===== src/rtl/dmem_arbiter_pkg.sv =====
// -----------------------------------------------------------------------------
// dmem_arbiter_pkg
//   Shared definitions for the data-memory arbiter:
//     - default DEPTH / STARVE_MAX / LOCK_MAX values
//     - arbiter FSM state enum
//     - port indices used by the per-port response generate loop
//     - address range helper
// -----------------------------------------------------------------------------
package dmem_arbiter_pkg;

    localparam int unsigned DATA_W             = 32;
    localparam int unsigned DEFAULT_DEPTH      = 1024;
    localparam int unsigned DEFAULT_STARVE_MAX = 4;
    localparam int unsigned DEFAULT_LOCK_MAX   = 8;

    // Response-path port indices (pipeline M port, debug/DMA D port)
    localparam int unsigned NUM_PORTS = 2;
    localparam int unsigned PORT_M    = 0;
    localparam int unsigned PORT_D    = 1;

    typedef enum logic [1:0] {
        ST_NORMAL  = 2'd0,  // pipeline has priority
        ST_FORCE_D = 2'd1,  // D starved long enough: one D transfer forced
        ST_LOCK_D  = 2'd2   // D holds a locked burst
    } arb_state_e;

    // Word address falls inside the data memory.
    function automatic logic addr_in_range(input logic [DATA_W-1:0] addr,
                                           input int unsigned       depth);
        return (addr < depth);
    endfunction

endpackage


===== src/rtl/dmem_rsp_reg.sv =====
// -----------------------------------------------------------------------------
// dmem_rsp_reg
//   Registered read-response path for one arbiter port.
//   A granted read captures the memory read data at the grant edge and raises
//   rvalid for exactly one cycle; rdata then holds until the next granted read.
//   A granted out-of-range access returns zero data (for reads) and pulses err
//   for one cycle.
//
// Ports
//   clk        in   clock
//   rst        in   asynchronous active-low reset
//   fire       in   this port is granted (transfer) this cycle
//   we         in   transfer is a write
//   in_range   in   transfer address is inside the memory
//   mem_rdata  in   combinational memory read data for the granted address
//   rvalid     out  read response valid (one cycle after a granted read)
//   rdata      out  read response data, held between responses
//   err        out  one-cycle pulse after a granted out-of-range access
// -----------------------------------------------------------------------------
module dmem_rsp_reg
    import dmem_arbiter_pkg::*;
(
    input  logic              clk,
    input  logic              rst,
    input  logic              fire,
    input  logic              we,
    input  logic              in_range,
    input  logic [DATA_W-1:0] mem_rdata,
    output logic              rvalid,
    output logic [DATA_W-1:0] rdata,
    output logic              err
);

    logic              rvalid_reg;
    logic [DATA_W-1:0] rdata_reg;
    logic              err_reg;

    always_ff @(posedge clk or negedge rst) begin
        if (!rst) begin
            rvalid_reg <= 1'b0;
            rdata_reg  <= '0;
            err_reg    <= 1'b0;
        end else begin
            rvalid_reg <= fire & ~we;
            err_reg    <= fire & ~in_range;
            if (fire && !we) begin
                // Out-of-range reads complete normally but return zero.
                rdata_reg <= in_range ? mem_rdata : '0;
            end
        end
    end

    assign rvalid = rvalid_reg;
    assign rdata  = rdata_reg;
    assign err    = err_reg;

endmodule


===== src/rtl/dmem_arbiter.sv =====
// -----------------------------------------------------------------------------
// dmem_arbiter
//   Arbitrates a single-port data memory between the pipeline memory stage
//   (M port) and a debug/DMA master (D port).
//
//   Grants are combinational and mutually exclusive. The pipeline normally
//   wins; the D port is protected against starvation by a counter that forces
//   one D transfer after STARVE_MAX consecutive denied request cycles, and it
//   may hold the memory for a locked burst of at most LOCK_MAX grants (the
//   grant that starts the burst counts as the first).
//
// Parameters
//   DEPTH       memory depth in 32-bit words; addr >= DEPTH is out of range
//   STARVE_MAX  denied D request cycles that force a D grant
//   LOCK_MAX    maximum consecutive locked D grants
//
// Ports
//   clk, rst                       clock, asynchronous active-low reset
//   m_req/m_we/m_addr/m_wdata      pipeline request
//   m_gnt, stall_m                 pipeline grant and hazard stall
//   m_rvalid/m_rdata               pipeline read response (1-cycle latency)
//   d_req/d_we/d_lock/d_addr/d_wdata  debug/DMA request with burst lock
//   d_gnt, d_rvalid/d_rdata        debug/DMA grant and read response
//   mem_we/mem_addr/mem_wdata      memory command (addr/wdata hold when idle)
//   mem_rdata                      combinational memory read data
//   err                            one-cycle pulse after an out-of-range access
// -----------------------------------------------------------------------------
module dmem_arbiter
    import dmem_arbiter_pkg::*;
#(
    parameter int unsigned DEPTH      = DEFAULT_DEPTH,
    parameter int unsigned STARVE_MAX = DEFAULT_STARVE_MAX,
    parameter int unsigned LOCK_MAX   = DEFAULT_LOCK_MAX
) (
    input  logic              clk,
    input  logic              rst,
    input  logic              m_req,
    input  logic              m_we,
    input  logic [DATA_W-1:0] m_addr,
    input  logic [DATA_W-1:0] m_wdata,
    output logic              m_gnt,
    output logic              stall_m,
    output logic              m_rvalid,
    output logic [DATA_W-1:0] m_rdata,
    input  logic              d_req,
    input  logic              d_we,
    input  logic              d_lock,
    input  logic [DATA_W-1:0] d_addr,
    input  logic [DATA_W-1:0] d_wdata,
    output logic              d_gnt,
    output logic              d_rvalid,
    output logic [DATA_W-1:0] d_rdata,
    output logic              mem_we,
    output logic [DATA_W-1:0] mem_addr,
    output logic [DATA_W-1:0] mem_wdata,
    input  logic [DATA_W-1:0] mem_rdata,
    output logic              err
);

    localparam int unsigned SW = $clog2(STARVE_MAX + 1);
    localparam int unsigned LW = $clog2(LOCK_MAX + 1);
    // With LOCK_MAX of 1 the entry grant already exhausts the burst, so the
    // lock state is never entered.
    localparam bit LOCK_EN = (LOCK_MAX > 1);

    arb_state_e state_reg, state_next;
    logic [SW-1:0] starve_cnt_reg, starve_cnt_next;
    logic [LW-1:0] lock_cnt_reg, lock_cnt_next;

    logic m_gnt_c, d_gnt_c;
    logic m_in_range, d_in_range;
    logic mem_we_c;
    logic [DATA_W-1:0] mem_addr_c, mem_wdata_c;
    logic [DATA_W-1:0] mem_addr_hold_reg, mem_wdata_hold_reg;

    assign m_in_range = addr_in_range(m_addr, DEPTH);
    assign d_in_range = addr_in_range(d_addr, DEPTH);

    // -------------------------------------------------------------------------
    // FSM state and counters
    // -------------------------------------------------------------------------
    always_ff @(posedge clk or negedge rst) begin
        if (!rst) begin
            state_reg      <= ST_NORMAL;
            starve_cnt_reg <= '0;
            lock_cnt_reg   <= '0;
        end else begin
            state_reg      <= state_next;
            starve_cnt_reg <= starve_cnt_next;
            lock_cnt_reg   <= lock_cnt_next;
        end
    end

    // -------------------------------------------------------------------------
    // Next state
    // -------------------------------------------------------------------------
    always_comb begin
        state_next      = state_reg;
        lock_cnt_next   = '0;
        starve_cnt_next = '0;

        if (d_req && !d_gnt_c) begin
            if (starve_cnt_reg >= SW'(STARVE_MAX)) begin
                starve_cnt_next = starve_cnt_reg;
            end else begin
                starve_cnt_next = starve_cnt_reg + 1'b1;
            end
        end

        case (state_reg)
            ST_NORMAL: begin
                if (d_gnt_c && d_lock && LOCK_EN) begin
                    state_next    = ST_LOCK_D;
                    lock_cnt_next = LW'(1);
                end else if (starve_cnt_next == SW'(STARVE_MAX)) begin
                    // Transition on the updated count so the forced grant
                    // lands in the very next cycle.
                    state_next = ST_FORCE_D;
                end
            end
            ST_FORCE_D: begin
                // Either the forced transfer happens this cycle or the
                // requester went away; both end the forced window.
                if (d_gnt_c && d_lock && LOCK_EN) begin
                    state_next    = ST_LOCK_D;
                    lock_cnt_next = LW'(1);
                end else begin
                    state_next = ST_NORMAL;
                end
            end
            ST_LOCK_D: begin
                if (!d_req || !d_lock || lock_cnt_reg >= LW'(LOCK_MAX - 1)) begin
                    state_next = ST_NORMAL;
                end else begin
                    lock_cnt_next = lock_cnt_reg + 1'b1;
                end
            end
            default: begin
                state_next = ST_NORMAL;
            end
        endcase
    end

    // -------------------------------------------------------------------------
    // Outputs: grants and memory command
    // -------------------------------------------------------------------------
    always_comb begin
        m_gnt_c     = 1'b0;
        d_gnt_c     = 1'b0;
        mem_we_c    = 1'b0;
        mem_addr_c  = mem_addr_hold_reg;
        mem_wdata_c = mem_wdata_hold_reg;

        // Grants are held off for the whole time reset is asserted.
        if (rst) begin
            case (state_reg)
                ST_NORMAL: begin
                    m_gnt_c = m_req;
                    d_gnt_c = d_req & ~m_req;
                end
                ST_FORCE_D, ST_LOCK_D: begin
                    d_gnt_c = d_req;
                end
                default: begin
                    m_gnt_c = 1'b0;
                    d_gnt_c = 1'b0;
                end
            endcase
        end

        if (m_gnt_c) begin
            mem_addr_c  = m_addr;
            mem_wdata_c = m_wdata;
            mem_we_c    = m_we & m_in_range;
        end else if (d_gnt_c) begin
            mem_addr_c  = d_addr;
            mem_wdata_c = d_wdata;
            mem_we_c    = d_we & d_in_range;
        end
    end

    // Last driven memory address/data, presented while neither port is granted.
    always_ff @(posedge clk or negedge rst) begin
        if (!rst) begin
            mem_addr_hold_reg  <= '0;
            mem_wdata_hold_reg <= '0;
        end else if (m_gnt_c || d_gnt_c) begin
            mem_addr_hold_reg  <= mem_addr_c;
            mem_wdata_hold_reg <= mem_wdata_c;
        end
    end

    assign m_gnt     = m_gnt_c;
    assign d_gnt     = d_gnt_c;
    assign stall_m   = m_req & ~m_gnt_c;
    assign mem_we    = mem_we_c;
    assign mem_addr  = mem_addr_c;
    assign mem_wdata = mem_wdata_c;

    // -------------------------------------------------------------------------
    // Per-port read response registers
    // -------------------------------------------------------------------------
    logic [NUM_PORTS-1:0] port_fire;
    logic [NUM_PORTS-1:0] port_we;
    logic [NUM_PORTS-1:0] port_in_range;
    logic [NUM_PORTS-1:0] port_rvalid;
    logic [NUM_PORTS-1:0] port_err;
    logic [DATA_W-1:0]    port_rdata [NUM_PORTS];

    assign port_fire[PORT_M]     = m_gnt_c;
    assign port_we[PORT_M]       = m_we;
    assign port_in_range[PORT_M] = m_in_range;
    assign port_fire[PORT_D]     = d_gnt_c;
    assign port_we[PORT_D]       = d_we;
    assign port_in_range[PORT_D] = d_in_range;

    for (genvar gi = 0; gi < NUM_PORTS; gi++) begin : g_rsp
        dmem_rsp_reg u_rsp (
            .clk       (clk),
            .rst       (rst),
            .fire      (port_fire[gi]),
            .we        (port_we[gi]),
            .in_range  (port_in_range[gi]),
            .mem_rdata (mem_rdata),
            .rvalid    (port_rvalid[gi]),
            .rdata     (port_rdata[gi]),
            .err       (port_err[gi])
        );
    end

    assign m_rvalid = port_rvalid[PORT_M];
    assign m_rdata  = port_rdata[PORT_M];
    assign d_rvalid = port_rvalid[PORT_D];
    assign d_rdata  = port_rdata[PORT_D];
    // Grants are exclusive, so at most one port can report an error.
    assign err      = |port_err;

endmodule

===== config.mk =====
export PLATFORM = sky130hd
export DESIGN_NAME = dmem_arbiter
export DESIGN_NICKNAME = d
export VERILOG_FILES = /design/src/rtl/dmem_arbiter_pkg.sv /design/src/rtl/dmem_rsp_reg.sv /design/src/rtl/dmem_arbiter.sv
export SDC_FILE = /design/constraint.sdc
export NUM_CORES = 1
export LEC_CHECK = 0
export CAP_MARGIN = 20
export CORE_UTILIZATION = 41
export DETAILED_ROUTE_END_ITERATION = 10
export PLACE_DENSITY = 0.76
export SYNTH_ARGS = -nofsm -noshare
export SYNTH_HDL_FRONTEND = slang
export SYNTH_SLANG_ARGS = --single-unit

===== constraint.sdc =====
create_clock -name clk -period 5.4 [get_ports clk]
set_input_delay 1.08 -clock clk [delete_from_list [all_inputs] [get_ports clk]]
set_output_delay 1.08 -clock clk [all_outputs]
set_load 0.02 [all_outputs]

==> results of run 1 <==
routing by layer:
layer / vias to the layer above / wire length [µm]
li1: 2965 / -
met1: 2888 / 8460
met2: 228 / 9570
met3: 32 / 1600
met4: 0 / 515
met5: - / 0
synthesized netlist by cell type (3+ instances only):
cell,count
sky130_fd_sc_hd__nand2_1,164
sky130_fd_sc_hd__dfrtp_1,141
sky130_fd_sc_hd__o21ai_0,133
sky130_fd_sc_hd__mux2i_1,65
sky130_fd_sc_hd__o2bb2ai_1,32
sky130_fd_sc_hd__clkbuf_1,31
sky130_fd_sc_hd__o21ai_1,24
sky130_fd_sc_hd__buf_2,12
sky130_fd_sc_hd__nor2_1,10
sky130_fd_sc_hd__ha_1,8
sky130_fd_sc_hd__nor4_1,8
sky130_fd_sc_hd__inv_1,7
sky130_fd_sc_hd__o21ai_2,5
sky130_fd_sc_hd__nand2b_1,4
sky130_fd_sc_hd__buf_1,3
sky130_fd_sc_hd__buf_6,3
sky130_fd_sc_hd__nor2b_1,3
sky130_fd_sc_hd__nor3b_1,3
sky130_fd_sc_hd__o211ai_1,3
sky130_fd_sc_hd__or4_1,3
cells by family after synthesis:
logic type / synth area share, %
xor gates and xnor gates: 0.132
AOI/OAI and AO/OA: 18.3
adders and majority gates: 1.51
and+or+nand+nor: 13.0
buffers and inverters: 3.97
DFF: 53.3
muxes: 9.83
layout make-up:
type / count / area share (%)
inverter: 9 / 0.324
antenna: 1 / 0.0240
sequential: 141 / 33.9
tap: 216 / 2.60
clock inverter: 14 / 1.61
timing repair buffer: 315 / 30.3
clock buffer: 18 / 4.12
multi-input combinational: 485 / 27.2
worst max-delay path: stages:
cell	delay, ns
sky130_fd_sc_hd__clkdlybuf4s50_1	0.46
sky130_fd_sc_hd__or4_1	0.50
sky130_fd_sc_hd__or4_1	0.55
sky130_fd_sc_hd__o22ai_2	0.21
sky130_fd_sc_hd__clkdlybuf4s50_1	0.63
placed cells by master, fill, tap and decap left out, drive strengths merged, types with 2 or more instances in the layout:
| cell type | synthesis | layout |
|---|---|---|
| a21oi | 2 | 2 |
| buf | 19 | 15 |
| bufinv | 0 | 3 |
| clkbuf | 31 | 18 |
| clkdlybuf4s50 | 0 | 300 |
| clkinv | 0 | 6 |
| clkinvlp | 0 | 3 |
| dfrtp | 141 | 141 |
| ha | 8 | 8 |
| inv | 9 | 11 |
| mux2i | 65 | 65 |
| nand2 | 164 | 164 |
| nand2b | 4 | 4 |
| nand4 | 2 | 2 |
| nor2 | 10 | 10 |
| nor2b | 3 | 3 |
| nor3 | 2 | 2 |
| nor3b | 3 | 3 |
| nor4 | 8 | 8 |
| o211ai | 3 | 3 |
| o21ai | 162 | 162 |
| o2bb2ai | 32 | 32 |
| or4 | 3 | 3 |
worst max-delay path by stage:
stage	from	end	slack [ns]	cells past startpoint
2_1_floorplan	m_addr[27]	mem_we	1.71	5
3_3_place_gp	m_addr[24]	mem_we	0.84	5
3_5_place_dp	m_addr[24]	mem_we	0.88	5
4_1_cts	m_req	mem_wdata[21]	0.86	7
5_1_grt	m_req	mem_addr[16]	0.70	7
6_report	m_addr[24]	mem_we	0.88	5
report_power, final:
part / switching (mW) / internal, mW / total, mW
registers: 0.0829 / 1.31 / 1.39
logic: 0.932 / 0.791 / 1.72
clock network: 0.465 / 0.727 / 1.19
total: 1.48 / 2.82 / 4.30
per-stage QoR:
| step | hold slack (ns) | setup WS, ns | util [%] | instances | power (mW) |
|---|---|---|---|---|---|
| floorplan | 0.482 | 1.71 | - | 685 | 2.31 |
| global placement | 0.460 | 0.841 | 61.8 | 1165 | 3.11 |
| detailed placement | 0.464 | 0.878 | 61.8 | 1165 | 3.13 |
| CTS | 0.478 | 0.858 | 65.6 | 1197 | 4.34 |
| global route | 0.496 | 0.696 | 65.8 | 1199 | 4.54 |
| finish | 0.482 | 0.883 | 65.8 | 1199 | 4.30 |
==> results.yml, run 1 <==
die:
  die_width_um: 129
  placementRows: 46
  design.core.area_um2: 15800
  initial_core_util_pct: 41.8
  die_y_um: 129
  die_outline_area_um2: 16700
  boundaryPins: 302
clock_tree:
  postCtsSetupBuffers: 0
  cts.hold.buffers_added: 0
  clock_tree_from_tritoncts: "done"
  clock-sinks: 141
  clock_tree_root_buffer_cell: "sky130_fd_sc_hd__clkbuf_16"
  clock_insertion_delay_worst_skew_ns: 0.42
  clk_transition_reported_paths_ns: 0.06
  cts-root-to-sink-buffers: 2
  cts_buf_count: 17
  post_cts_resize_count: 0
  cts-htree-levels: 4
grt:
  grt.overflow.total: 0
  track_usage_pct: 24.7
  met2_usage_pct: 39.4
  met3_usage_pct: 7.76
  grt_util_met1_pct: 30.6
  grt_pass1_wl_mm: 31.1
  grt_pass1_vias: 5883
  busiest_grt_layer: "met2"
  antenna_found_initial: 1
  grt_max_degree: 73
run_status:
  outcome: "finished clean"
logic_synthesis:
  leading_post_synthesis_cells_by_cell_area: "sky130_fd_sc_hd__dfrtp_1 53%, sky130_fd_sc_hd__o21ai_0 10%, sky130_fd_sc_hd__mux2i_1 9.8%"
  synth_edf_count: 0
  yosysSeqAreaShare_pct: 53.3
  dominantRegCellSynth: "sky130_fd_sc_hd__dfrtp_1"
  synth.top_cell.area_share_pct: 53.3
  ys_types: 39
  synth_async_reset_ratio_pct: 100
  synth.cell_area_um2: 6620
  yosys_register_bits: 141
  yosys_warns: 0
  synth.largest_area_cell: "sky130_fd_sc_hd__dfrtp_1"
  syn_nets: 860
  avgSynthCellArea_um2: 9.66
  postSynthCellCount: 685
power_and_ir_drop:
  power.leakage_nw: 4.51
  p_per_cell_area_nw_per_um2: 413
  irDropWorstVdd_mv: 0.306
place:
  place.port_buffers: 301
  gp_routability_congestion: 0.823
  post_dp_cell_area_um2: 9790
  final_hpwl_dp_mm: 14.6
setup_path:
  r2r-start: "state_reg[0]$_DFFE_PN0P_"
  critical_path.endpoint_type: "output pin"
  r2r_setup_slack_ns: 2.47
  rr_worst_depth: 10
  regToRegEndpoint: "g_rsp[1].u_rsp.rdata[24]$_DFFE_PN0P_"
  crit_path_max_fanout: 2
  crit_type: "in -> out"
  critPathArrivalTime_ns: 3.44
  worst_ep_required_time_ns: 4.32
  startpoint_type: "input pin"
sta:
  worstMarginPinSlew_ns: 0.948
  slew-limit-headroom_pct: 36.8
  setup_violations: 0
  slew_violations: 0
  final_hold_viol_count: 0
  grt_setup_unrepaired: "no"
  fin_crit_ns: 4.52
  timing.fmax_mhz: 221
  period_share_pct: 83.7
  clock-skew-final_ns: 0.00833
  final.setup.tns_ns: 0
routing:
  drtPass1Iterations: 7
  wl_mm: 20.2
  postRouteAntennaNets: 0
  detailedRoute.firstIterationViolations: 326
  route.detailed.wl_per_inst_um: 16.8
  drc_errors: 0
  via_per_inst: 5.10
  vias: 6113
worst_hold_path:
  timing.hold.worst_path_depth: 2
  hp-class: "reg -> reg"
  worstHoldEndpoint: "g_rsp[0].u_rsp.rdata[12]$_DFFE_PN0P_"
  hold_path.startpoint: "g_rsp[0].u_rsp.rdata[12]$_DFFE_PN0P_"
job:
  cap_viol_max_count: 0
layout:
  fill_cell_total_of_the_finished_layout: 1293
  syn_to_final_growth_pct: 57.4
  multiInputGateArea_um2: 2830
  largest_reg_flops: 64
  area.sequential_um2: 3530
  final_area_um2: 10400
  design.final.nets: 1144
  post_route_cells_drive_above_1_share_pct: 5.80
Note: power is estimated with default switching activity, not from simulation.
==> run 2, diff against run 1 <==
--- a/config.mk
+++ b/config.mk
@@ -6,9 +6,9 @@
 export NUM_CORES = 1
 export LEC_CHECK = 0
 export CAP_MARGIN = 20
-export CORE_UTILIZATION = 41
+export CORE_UTILIZATION = 38
 export DETAILED_ROUTE_END_ITERATION = 10
-export PLACE_DENSITY = 0.76
+export PLACE_DENSITY = 0.74
 export SYNTH_ARGS = -nofsm -noshare
 export SYNTH_HDL_FRONTEND = slang
 export SYNTH_SLANG_ARGS = --single-unit
==> constraint.sdc (replaced) <==
create_clock -name clk -period 4 [get_ports clk]
set_input_delay 0.8 -clock clk [delete_from_list [all_inputs] [get_ports clk]]
set_output_delay 0.8 -clock clk [all_outputs]
set_load 0.02 [all_outputs]
==> run 2 against run 1 <==
  * Clock power is 30% higher
  * Global-route usage is 1.4 points lower
  * Highest routed layer unchanged
  * Register-to-register slack worse by 1.4 ns
  * Largest cell class unchanged
  * Power is 35% higher
  * Hold slack worse by 0.0051 ns
  * Critical path type is now reg -> out
  * Cell area is 1.6% higher
  * Critical path depth is 4 higher
==> results.yml, run 2 (same netlist as run 1, synthesis figures left out) <==
power_and_ir_drop:
  power.leakage_nw: 4.71
  irDropWorstVdd_mv: 0.387
  p_per_cell_area_nw_per_um2: 547
clock_tree:
  cts-htree-levels: 4
  clock_insertion_delay_worst_skew_ns: 0.42
  clock-sinks: 141
  cts-root-to-sink-buffers: 2
  cts.hold.buffers_added: 0
  clock_tree_root_buffer_cell: "sky130_fd_sc_hd__clkbuf_16"
  clock_tree_from_tritoncts: "done"
  cts_buf_count: 17
  clk_transition_reported_paths_ns: 0.06
setup_path:
  critical_path.endpoint_type: "output pin"
  crit_type: "reg -> out"
  worst_ep_required_time_ns: 3.20
  cp_cell_sequence: "inv_1, ha_1, nor2b_1, o211ai_1, buf_6, buf_4, mux2i_1, o21ai_0, clkdlybuf4s50_1"
  cp_slowest_cell: "sky130_fd_sc_hd__clkdlybuf4s50_1"
  critPathArrivalTime_ns: 2.99
  startpoint_type: "register"
  critPathMaxStageDelay_ns: 0.65
  crit_path_max_fanout: 16
layout:
  final_area_um2: 10600
  syn_to_final_growth_pct: 59.9
  design.final.nets: 1159
  layout_commonest_cell: "sky130_fd_sc_hd__clkdlybuf4s50_1"
  layout_common_cells: "288 x sky130_fd_sc_hd__clkdlybuf4s50_1, 164 x sky130_fd_sc_hd__nand2_1, 141 x sky130_fd_sc_hd__dfrtp_1"
  post_route_cells_drive_above_1_share_pct: 7.32
  largest_reg_flops: 64
  antenna-diode-count: 0
  finish.cell_count_without_fillers: 1217
grt:
  grt_max_degree: 82
  track_usage_pct: 23.3
  grt_pass1_vias: 6050
  grt.overflow.total: 0
  grt_pass1_wl_mm: 32.2
  antenna_found_initial: 0
sta:
  setup_violations: 0
  slew_violations: 0
  timing.fmax_mhz: 264
  worstMarginPinSlew_ns: 0.850
  period_share_pct: 94.8
  grt_setup_unrepaired: "yes"
  slew-limit-headroom_pct: 43.3
  final_hold_viol_count: 0
  clock-skew-final_ns: 0.0127
  fin_crit_ns: 3.79
place:
  place.port_buffers: 301
  gp_routability_congestion: 0.878
  place_inst: 1179
  post_dp_cell_area_um2: 9920
  final_hpwl_dp_mm: 15.1
routing:
  detailedRoute.firstIterationViolations: 283
  vias: 6229
  wl_mm: 20.4
  drc_errors: 0
  drtPass1Iterations: 4
  via_per_inst: 5.12
  route.detailed.wl_per_inst_um: 16.8
  postRouteAntennaNets: 0
die:
  die_outline_area_um2: 17900
  design.core.area_um2: 16800
  die_y_um: 134
  initial_core_util_pct: 39.3
  die_width_um: 134
  boundaryPins: 302
  placementRows: 47
run_status:
  outcome: "finished clean"
job:
  cap_viol_max_count: 0
worst_hold_path:
  hp-class: "reg -> reg"
==> run 2: changes by cell type in the layout (fill, tap and decap cells not counted), sizes merged, moves of 2 or more <==
cell / before / now
clkinv: 6 / 3
inv: 11 / 18
dlymetal6s2s: 0 / 11
buf: 15 / 30
clkdlybuf4s50: 300 / 288
bufinv: 3 / 1
==> run 2: path summary, 6_finish.rpt <==
path / to / slack (ns) / from / cells past startpoint
min reg2reg: g_rsp[0].u_rsp.rdata[10]$_DFFE_PN0P_ / 0.48 / g_rsp[0].u_rsp.rdata[10]$_DFFE_PN0P_ / 2
max: mem_addr[4] / 0.21 / state_reg[0]$_DFFE_PN0P_ / 9
max reg2reg: g_rsp[1].u_rsp.rdata[8]$_DFFE_PN0P_ / 1.06 / state_reg[1]$_DFFE_PN0P_ / 11
min in group asynchronous: mem_wdata_hold_reg[5]$_DFFE_PN0P_ / 0.58 / rst / 2
min: g_rsp[0].u_rsp.rdata[10]$_DFFE_PN0P_ / 0.48 / g_rsp[0].u_rsp.rdata[10]$_DFFE_PN0P_ / 2
max in group asynchronous: g_rsp[0].u_rsp.rdata[14]$_DFFE_PN0P_ / 2.16 / rst / 4
==> run 2: repair_timing <==
item                                    4_1_cts  5_1_grt
gates resized for setup                       1       12
endpoints found under the setup margin        1       41
buffers inserted                              0        5
hold endpoints to repair                      0        0
==> run 2: layer usage <==
| layer | GRT usage [%] | share of wire (%) |
|---|---|---|
| met1 | 28.6 | 41 |
| met2 | 38.3 | 49 |
| met3 | 7.56 | 8.2 |
| met5 | 0 | 0 |
| met4 | 8.46 | 1.8 |
==> run 2: area by class of cell <==
| type | count | area [µm²] |
|---|---|---|
| inverters | 9 | 33.8 |
| multi-input cells | 485 | 2830 |
| clock buffers | 17 | 425 |
| fillers | 1448 | 6240 |
| clock inverters | 15 | 151 |
| repair buffers | 330 | 3340 |
| flip-flops and latches | 141 | 3530 |
| well taps | 220 | 275 |
==> run 2: stage by stage <==
step | worst slack (ns) | power [mW] | utilization [%] | setup TNS [ns] | hold WS (ns)
floorplan | 0.869 | 3.11 | - | 0 | 0.482
global placement | -0.0557 | 4.24 | 59.0 | -0.0557 | 0.459
detailed placement | -0.0480 | 4.27 | 59.0 | -0.0480 | 0.465
CTS | 0.0969 | 5.85 | 62.4 | 0 | 0.480
global route | -0.0157 | 6.13 | 62.9 | -0.0157 | 0.495
finish | 0.209 | 5.79 | 62.9 | 0 | 0.477
==> run 2: critical path, delay by kind of cell (launching register included) <==
kind | cells | cell delay [ns]
buf+inv | 4 | 1.19
simple gates | 1 | 0.17
compound gates | 2 | 0.40
fa+ha+maj | 1 | 0.29
flops | 1 | 0.43
mux | 1 | 0.09
==> run 2: report_power, final <==
group          total, mW  switching (mW)  leakage (nW)  internal, mW
logic               2.37            1.26          2.58          1.11
clock network       1.55           0.672         0.280         0.878
registers           1.88           0.113          1.85          1.76
==> run 3, diff against run 2 <==
--- a/config.mk
+++ b/config.mk
@@ -6,9 +6,10 @@
 export NUM_CORES = 1
 export LEC_CHECK = 0
 export CAP_MARGIN = 20
-export CORE_UTILIZATION = 38
+export CORE_UTILIZATION = 39
+export CTS_BUF_LIST = sky130_fd_sc_hd__clkbuf_8
 export DETAILED_ROUTE_END_ITERATION = 10
-export PLACE_DENSITY = 0.74
+export PLACE_DENSITY = 0.76
 export SYNTH_ARGS = -nofsm -noshare
 export SYNTH_HDL_FRONTEND = slang
 export SYNTH_SLANG_ARGS = --single-unit
==> run 3 against run 2 <==
  * Power fell by 7.3%
  * Critical path type is now in -> out
  * Sequential share of layout area rose by 0.85 points
  * Sequential power barely moved
  * Highest routed layer is now met5
==> results.yml, run 3 (same netlist as run 1, synthesis figures left out) <==
run_status:
  outcome: "finished clean"
grt:
  grt.overflow.total: 0
  grt_max_degree: 76
  antenna_found_initial: 1
  track_usage_pct: 23.8
  grt_pass1_vias: 6362
  grt_pass1_wl_mm: 32.4
layout:
  layout_common_cells: "297 x sky130_fd_sc_hd__clkdlybuf4s50_1, 164 x sky130_fd_sc_hd__nand2_1, 141 x sky130_fd_sc_hd__dfrtp_1"
  antenna-diode-count: 0
  layout_commonest_cell: "sky130_fd_sc_hd__clkdlybuf4s50_1"
  design.final.nets: 1151
  post_route_cells_drive_above_1_share_pct: 6.47
  largest_reg_flops: 64
  final_area_um2: 10300
  syn_to_final_growth_pct: 55.9
setup_path:
  critPathMaxStageDelay_ns: 0.65
  startpoint_type: "input pin"
  critical_path.endpoint_type: "output pin"
  cp_slowest_cell: "sky130_fd_sc_hd__clkdlybuf4s50_1"
  crit_path_max_fanout: 21
  worst_ep_required_time_ns: 3.20
  critPathArrivalTime_ns: 2.99
  r2r_setup_slack_ns: 1.31
  cp_cell_sequence: "clkdlybuf4s50_1, nor2b_1, o211ai_1, buf_6, buf_12, mux2i_1, o21ai_0, clkdlybuf4s50_1"
  library_cell_appearing_most_often_on_the_critical_path: "sky130_fd_sc_hd__clkdlybuf4s50_1"
  r2r-start: "state_reg[1]$_DFFE_PN0P_"
  crit_type: "in -> out"
  cp_startpoint: "m_req"
clock_tree:
  cts_buf_count: 17
  cts-root-to-sink-buffers: 2
  clock-sinks: 141
  clk_transition_reported_paths_ns: 0.08
  clock_insertion_delay_worst_skew_ns: 0.45
  clock_tree_from_tritoncts: "done"
  clock_tree_root_buffer_cell: "sky130_fd_sc_hd__clkbuf_8"
  cts.hold.buffers_added: 0
  cts-htree-levels: 4
die:
  placementRows: 47
  boundaryPins: 302
  die_y_um: 132
  die_outline_area_um2: 17500
  initial_core_util_pct: 39.9
  die_width_um: 132
  design.core.area_um2: 16600
routing:
  drc_errors: 0
  detailedRoute.firstIterationViolations: 292
  vias: 6140
  drtPass1Iterations: 5
  wl_mm: 20.0
  route.detailed.wl_per_inst_um: 16.6
  postRouteAntennaNets: 0
  via_per_inst: 5.08
worst_hold_path:
  hold_path.startpoint: "g_rsp[0].u_rsp.rdata[10]$_DFFE_PN0P_"
  hp-class: "reg -> reg"
sta:
  timing.fmax_mhz: 264
  worstMarginPinSlew_ns: 0.978
  clock-skew-final_ns: 0.0113
  hold_ws_ns: 0.485
  slew-limit-headroom_pct: 34.8
  setup_violations: 0
  slew_violations: 0
  final_hold_viol_count: 0
  fin_crit_ns: 3.79
  final.setup.tns_ns: 0
  period_share_pct: 94.7
  grt_setup_unrepaired: "no"
power_and_ir_drop:
  p_per_cell_area_nw_per_um2: 520
  irDropWorstVdd_mv: 0.346
  power.leakage_nw: 4.50
job:
  cap_viol_max_count: 0
place:
  post_dp_cell_area_um2: 9890
  gp_routability_congestion: 0.821
  final_hpwl_dp_mm: 14.8
  place.port_buffers: 301
run 3: cell count changes in the layout (fill, tap and decap cells not counted), sizes merged:
cell           delta
clkdlybuf4s50     +9
buf               -8
dlymetal6s2s      -8
clkinvlp          +3
inv               -3
bufinv            +1
clkinv            -1
dlygate4sd2       -1
run 3: final cells by class:
| class | instances | area, µm² |
|---|---|---|
| multi-input combinational | 485 | 2840 |
| timing repair buffer | 322 | 3260 |
| inverter | 9 | 33.8 |
| fill | 1419 | 6270 |
| clock inverter | 15 | 149 |
| tap | 220 | 275 |
| sequential | 141 | 3530 |
| clock buffer | 17 | 234 |
run 3: worst max-delay path, delay by kind of cell:
kind	cells	cell delay [ns]
AOI/OAI and AO/OA	2	0.41
and+or+nand+nor	1	0.07
muxes	1	0.11
buffers and inverters	4	1.57
run 3: path summary, 6_finish.rpt:
path | end | cells past startpoint
max in group asynchronous | mem_addr_hold_reg[24]$_DFFE_PN0P_ | 3
min | g_rsp[0].u_rsp.rdata[10]$_DFFE_PN0P_ | 2
max reg2reg | g_rsp[1].u_rsp.rdata[27]$_DFFE_PN0P_ | 11
max | mem_wdata[29] | 8
min in group asynchronous | mem_wdata_hold_reg[11]$_DFFE_PN0P_ | 2
min reg2reg | g_rsp[0].u_rsp.rdata[10]$_DFFE_PN0P_ | 2
run 3: repair_timing:
item | 4_1_cts | 5_1_grt
buffers inserted | 0 | 3
hold endpoints to repair | 0 | 0
endpoints found under the setup margin | 0 | 39
gates resized for setup | 0 | 6
run 3: metrics by stage:
stage	utilization [%]	total power [mW]	setup slack (ns)	instances
floorplan	-	3.11	0.869	685
global placement	59.6	4.24	0.0614	1174
detailed placement	59.6	4.27	0.0423	1174
CTS	62.0	5.41	0.0405	1206
global route	62.2	5.69	0.0372	1209
finish	62.2	5.37	0.212	1209
run 3: routing by layer:
metal  part of all wire (%)  routed length, µm  global-route usage, %
met1                     41               8300                   28.5
met5                  0.065                 13                      0
met3                    7.9               1590                   8.77
met2                     48               9600                   38.8
met4                    2.6                525                   9.77
run 3: power breakdown:
part           internal, mW  switching, mW
sequential             1.76          0.107
combinational          1.11           1.27
clock                 0.551          0.575
total                  3.42           1.95
